==> config.mk <==
export PLATFORM = sky130hd
export DESIGN_NAME = regfile_resp
export DESIGN_NICKNAME = d
export VERILOG_FILES = /design/src/rtl/regfile_resp_pkg.sv /design/src/rtl/regfile_resp_sync2.sv /design/src/rtl/regfile_resp.sv
export SDC_FILE = /design/constraint.sdc
export NUM_CORES = 1
export LEC_CHECK = 0
export BUFFER_PORTS_ARGS = -buffer_cell sky130_fd_sc_hd__clkbuf_2
export CORE_MARGIN = 1.5
export CORE_UTILIZATION = 36
export DETAILED_ROUTE_END_ITERATION = 12
export MAX_ROUTING_LAYER = met4
export SYNTH_ARGS = -nofsm -noshare
export SYNTH_HDL_FRONTEND = slang
export SYNTH_SLANG_ARGS = --single-unit
==> constraint.sdc <==
create_clock -name clk -period 1.6 [get_ports clk]
set_input_delay 0.24 -clock clk [delete_from_list [all_inputs] [get_ports clk]]
set_output_delay 0.24 -clock clk [all_outputs]
set_load 0.005 [all_outputs]
==> src/rtl/regfile_resp_pkg.sv <==
// Shared constants for the traffic-light wait-time register file.
// Holds address map, data width, reset defaults and the reader FSM encoding.
package regfile_resp_pkg;

    localparam int AW   = 2;
    localparam int DW   = 3;
    localparam int NENT = 3;

    localparam logic [AW-1:0] ADDR_RED = 2'd0;
    localparam logic [AW-1:0] ADDR_GRN = 2'd1;
    localparam logic [AW-1:0] ADDR_YEL = 2'd2;
    localparam logic [AW-1:0] ADDR_RSV = 2'd3;

    localparam logic [DW-1:0] RED_DEF = 3'd5;
    localparam logic [DW-1:0] GRN_DEF = 3'd4;
    localparam logic [DW-1:0] YEL_DEF = 3'd1;

    typedef enum logic {
        ST_IDLE = 1'b0,
        ST_ACK  = 1'b1
    } state_e;

    function automatic logic [DW-1:0] def_val(input logic [AW-1:0] a);
        logic [DW-1:0] v;
        v = '0;
        unique case (a)
            ADDR_RED: v = RED_DEF;
            ADDR_GRN: v = GRN_DEF;
            ADDR_YEL: v = YEL_DEF;
            default:  v = '0;
        endcase
        return v;
    endfunction

endpackage

==> src/rtl/regfile_resp_sync2.sv <==
// sync2: two-flop synchronizer for a single asynchronous level.
// Ports: clk, rst (async high), d_i (async in), q_o (synchronized out).
module sync2 (
    input  logic clk,
    input  logic rst,
    input  logic d_i,
    output logic q_o
);

    logic s1_q;
    logic s2_q;

    always_ff @(posedge clk or posedge rst) begin
        if (rst) begin
            s1_q <= 1'b0;
            s2_q <= 1'b0;
        end else begin
            s1_q <= d_i;
            s2_q <= s1_q;
        end
    end

    assign q_o = s2_q;

endmodule

==> src/rtl/regfile_resp.sv <==
// regfile_resp: 3-entry wait-time config file with a 4-phase async read port.
// Ports: clk, rst (async high); wr_en/wr_addr/wr_data/cfg_commit config side,
// done level; r_en/r_addr request, r_data/ren_ack response.
// Macro REGFILE_SHADOW_EN: writes go to a shadow bank copied on cfg_commit.
module regfile_resp
    import regfile_resp_pkg::*;
(
    input  logic          clk,
    input  logic          rst,
    input  logic          wr_en,
    input  logic [AW-1:0] wr_addr,
    input  logic [DW-1:0] wr_data,
    input  logic          cfg_commit,
    output logic          done,
    input  logic          r_en,
    input  logic [AW-1:0] r_addr,
    output logic [DW-1:0] r_data,
    output logic          ren_ack
);

    logic          ren_s2;
    state_e        state_q, state_d;
    logic          ack_q, ack_d;
    logic [DW-1:0] rdata_q, rdata_d;
    logic          done_q, done_d;
    logic [DW-1:0] act_q [NENT];
    logic [DW-1:0] act_d [NENT];
    logic [DW-1:0] rd_val;

    sync2 u_sync (
        .clk (clk),
        .rst (rst),
        .d_i (r_en),
        .q_o (ren_s2)
    );

`ifdef REGFILE_SHADOW_EN
    logic [DW-1:0] shd_q [NENT];
    logic [DW-1:0] shd_d [NENT];

    // Write lands in the shadow first so a same-cycle commit publishes it.
    always_comb begin
        for (int i = 0; i < NENT; i++) begin
            shd_d[i] = shd_q[i];
            act_d[i] = act_q[i];
        end
        for (int i = 0; i < NENT; i++) begin
            if (wr_en && wr_addr == AW'(i)) shd_d[i] = wr_data;
        end
        if (cfg_commit) begin
            for (int i = 0; i < NENT; i++) act_d[i] = shd_d[i];
        end
    end

    always_ff @(posedge clk or posedge rst) begin
        if (rst) begin
            for (int i = 0; i < NENT; i++) shd_q[i] <= def_val(AW'(i));
        end else begin
            for (int i = 0; i < NENT; i++) shd_q[i] <= shd_d[i];
        end
    end
`else
    always_comb begin
        for (int i = 0; i < NENT; i++) begin
            act_d[i] = act_q[i];
            if (wr_en && wr_addr == AW'(i)) act_d[i] = wr_data;
        end
    end
`endif

    always_ff @(posedge clk or posedge rst) begin
        if (rst) begin
            for (int i = 0; i < NENT; i++) act_q[i] <= def_val(AW'(i));
        end else begin
            for (int i = 0; i < NENT; i++) act_q[i] <= act_d[i];
        end
    end

    // Reserved address has no storage and reads as zero.
    always_comb begin
        rd_val = '0;
        for (int i = 0; i < NENT; i++) begin
            if (r_addr == AW'(i)) rd_val = act_q[i];
        end
    end

    always_comb begin
        state_d = state_q;
        ack_d   = ack_q;
        rdata_d = rdata_q;
        done_d  = done_q | cfg_commit;
        unique case (state_q)
            ST_IDLE: begin
                if (ren_s2) begin
                    state_d = ST_ACK;
                    ack_d   = 1'b1;
                    rdata_d = rd_val;
                end
            end
            ST_ACK: begin
                if (!ren_s2) begin
                    state_d = ST_IDLE;
                    ack_d   = 1'b0;
                end
            end
            default: begin
                state_d = ST_IDLE;
                ack_d   = 1'b0;
            end
        endcase
    end

    always_ff @(posedge clk or posedge rst) begin
        if (rst) begin
            state_q <= ST_IDLE;
            ack_q   <= 1'b0;
            rdata_q <= '0;
            done_q  <= 1'b0;
        end else begin
            state_q <= state_d;
            ack_q   <= ack_d;
            rdata_q <= rdata_d;
            done_q  <= done_d;
        end
    end

    assign ren_ack = ack_q;
    assign r_data  = rdata_q;
    assign done    = done_q;

endmodule

==> out/qor.csv <==
stage;metric;value;unit
power_and_ir_drop;pwr-share-comb;15.1;%
worst_setup_path;r2r-end;r_data[0]$_DFFE_PP0P_;
worst_setup_path;crit_chain;clkbuf_2;
worst_setup_path;critical_path_required;1.36;ns
die;pin_count;17;
yosys;synth_area_per_cell;14.72;um2
yosys;ys_dominant_reg_cell;dfrtp_1;
die;die-height;46.84;um
worst_setup_path;cp.arrival;0.77;ns
yosys;yosys-top-cells-area;dfrtp_1, dfstp_2, mux2_2, nand3b_1, mux2i_1;
detailed_routing;num_vias;417;
detailed_routing;totalWireLength;1077;um
power_and_ir_drop;power_density;1070;nW/um2
power_and_ir_drop;p_switching;204.7;uW
clock_network;clock_latency;0.28;ns
detailed_routing;first_pass_iters;1;
power_and_ir_drop;p_clk_share;24.3;%
timing;fin_worst_skew;0.001363;ns
clock_network;cts_tree;done;
place;dpl_cell_area;803.3;um2
worst_setup_path;cp_top_family;flip-flops;
detailed_routing;routedWlPerCell;11.71;um
timing;relSlewSlack;58.73;%
layout;fin_util;47.02;%
die;rows;15;
layout;nFillCells;182;
die;die_x;46.84;um
power_and_ir_drop;leakagePower;0.3689;nW
yosys;syn_nets;60;
clock_network;cts_buffers;3;
worst_setup_path;cp-startpoint;r_data[1]$_DFFE_PP0P_;
timing;grt_setup_unrepaired;no;
layout;stdcell_area;829.5;um2
power_and_ir_drop;p_sw_share;23.07;%
global_routing;grt_use_total;13.30;%
yosys;ys_seq_elements;17;
power_and_ir_drop;p_seq_share;60.6;%
yosys;syn_area;691.9;um2
timing;drv_slew;0;
clock_network;cts.reportedPaths.clkPinSlew;0.09;ns
global_routing;grt_pass1_vias;455;
layout;syn_to_final_growth;19.89;%
worst_setup_path;crit_fanout;2;
timing;fin_crit_sh;63.42;%
timing;holdWs;0.003237;ns
worst_setup_path;reg2reg_depth;4;
clock_network;ctsHoldBuffers;0;
worst_setup_path;critical-path-slowest-cell;dfrtp_1;
detailed_routing;via_per_inst;4.533;
worst_setup_path;r2r_slack;0.59;ns
yosys;syn_inst;47;
global_routing;grt_max_degree;18;
worst_setup_path;critPathKind;flop to output port;
place;io_buffers;16;
timing;worstMarginPinSlew;0.6184;ns
clock_network;clockBufferDepth;2;
yosys;seq_area_frac_synth;62.21;%
worst_setup_path;max_stage_delay;0.39;ns
detailed_routing;route.detailed.drc;0;
run;maxCapViolCount;0;
place;hpwl;869.9;um
detailed_routing;drtIter0Drc;0;
worst_setup_path;cp-end-kind;output port;
timing;period_needed;1.015;ns
timing;hold_violations;0;
worst_setup_path;worst-path-stages;1;
clock_network;clkSinkCount;17;
layout;drive_above_1_share;50.75;%
place;gp_congestion;0.6701;
yosys;async_flop_share;100.0;%
die;core;1764;um2
die;die_area;2194;um2
run_status;outcome;completed;
timing;finalSetupTns;0;ns
worst_hold_path;hold_class;input pin to async pin;
worst_setup_path;cp_num_buf_inv;1;
clock_network;htree_levels;1;
worst_setup_path;cp-start-kind;flop;
yosys;synth.top_cell.area_share;47.02;%
worst_setup_path;r2r-start;state_q$_DFF_PP0_;
yosys;netlist_top_cells_count;dfrtp_1, mux2_2, nand3b_1;
die;start_util;39.22;%
layout;nNetsFinal;81;
yosys;synth_edf_count;0;
timing;setup_viol;0;
yosys;yosysUniqueCellTypes;13;
clock_network;cts_resized;0;
clock_network;post-cts-setup-buffers;0;
clock_network;cts-root-buf;clkbuf_4;
worst_setup_path;crit_path_end;r_data[1];
timing;fmax;985.6;MHz
power_and_ir_drop;vdd.ir_drop.worst;0.0005289;V
layout;n_antenna_cell;0;
global_routing;grt_overflow;0;
yosys;synth_most_common_cell;dfrtp_1;
global_routing;antenna_found_initial;0;
yosys;yosys_warnings;0;
yosys;post-synth-top-area-cell;dfrtp_1;
detailed_routing;ant_nets;0;
global_routing;grt_pass1_wl;1911;um
power_and_ir_drop;total_power;887.4;uW
power_and_ir_drop;p_int;682.7;uW
[flip-flops by register name, summed over array words and instances, names as in the netlist]
signal / count
u_sync.s1_q: 1
state_q: 1
act_q: 9
done: 1
ren_ack: 1
r_data: 3
u_sync.q_o: 1
[cell families after synthesis]
logic type,count (synthesis),synth area share (%)
AO/OA/AOI/OAI,7,7.232
adder cells (fa/ha/maj),1,1.808
buffers and inverters,2,1.085
flip-flops,17,62.21
multiplexers,12,18.99
AND/OR/NAND/NOR,8,8.680
[how the worst min path moves through the flow]
stage          cells after the start  startpoint  slack (ns)                   end
3_5_place_dp                       2         rst        0.33  u_sync.q_o$_DFF_PP0_
4_1_cts                            2         rst        0.02  u_sync.q_o$_DFF_PP0_
5_1_grt                            2         rst        0.05   ren_ack$_DFFE_PP0P_
3_3_place_gp                       2         rst        0.33     state_q$_DFF_PP0_
2_1_floorplan                      1         rst        0.16  act_q[1]$_DFFE_PP0P_
6_report                           2         rst       0.003  act_q[3]$_DFFE_PP0P_
[area by class of cell]
cell class              instances  area, um2  area share [%]
clock buffers                   4      26.28           3.167
inverters                       2      7.507          0.9050
well taps                      25      31.28           3.771
multi-input cells              28      254.0           30.62
flip-flops and latches         17      430.4           51.89
repair buffers                 16      80.08           9.653
[layout by cell type, fill, tap and decap left out]
| cell type | Yosys | final |
|---|---|---|
| mux2i_1 | 3 | 3 |
| dfrtp_1 | 13 | 13 |
| clkbuf_2 | 0 | 16 |
| o211ai_1 | 3 | 3 |
| clkbuf_4 | 0 | 3 |
| ha_1 | 1 | 1 |
| dfstp_2 | 4 | 4 |
| nand2_1 | 1 | 1 |
| nand3b_1 | 5 | 5 |
| o21a_1 | 3 | 3 |
| nor3b_2 | 1 | 1 |
| or2_2 | 1 | 1 |
| o21ai_0 | 1 | 1 |
| inv_1 | 2 | 2 |
| clkbuf_1 | 0 | 1 |
| mux2_2 | 9 | 9 |
[power groups by stage]
stage | logic, mW | clock network [mW] | registers, mW
6_report | 0.134 | 0.215 | 0.538
5_1_grt | 0.154 | 0.242 | 0.547
4_1_cts | 0.138 | 0.227 | 0.540
3_5_place_dp | 0.137 | 0 | 0.549
3_3_place_gp | 0.133 | 0 | 0.546
2_1_floorplan | 0.0863 | 0 | 0.540
[per-layer routing]
metal	vias up	GRT usage, %	part of all wire [%]
met5	-	-	0
met4	0	10.00	1.8
met3	2	1.154	2.7
met2	10	20.00	48
met1	195	16.46	48
li1	210	-	-
[stage by stage]
step	setup slack, ns	instances
global placement	0.5148	88
finish	0.5853	92
floorplan	0.6528	47
CTS	0.5690	92
detailed placement	0.4677	88
global route	0.4487	92
(Power assumes the default switching activity.)
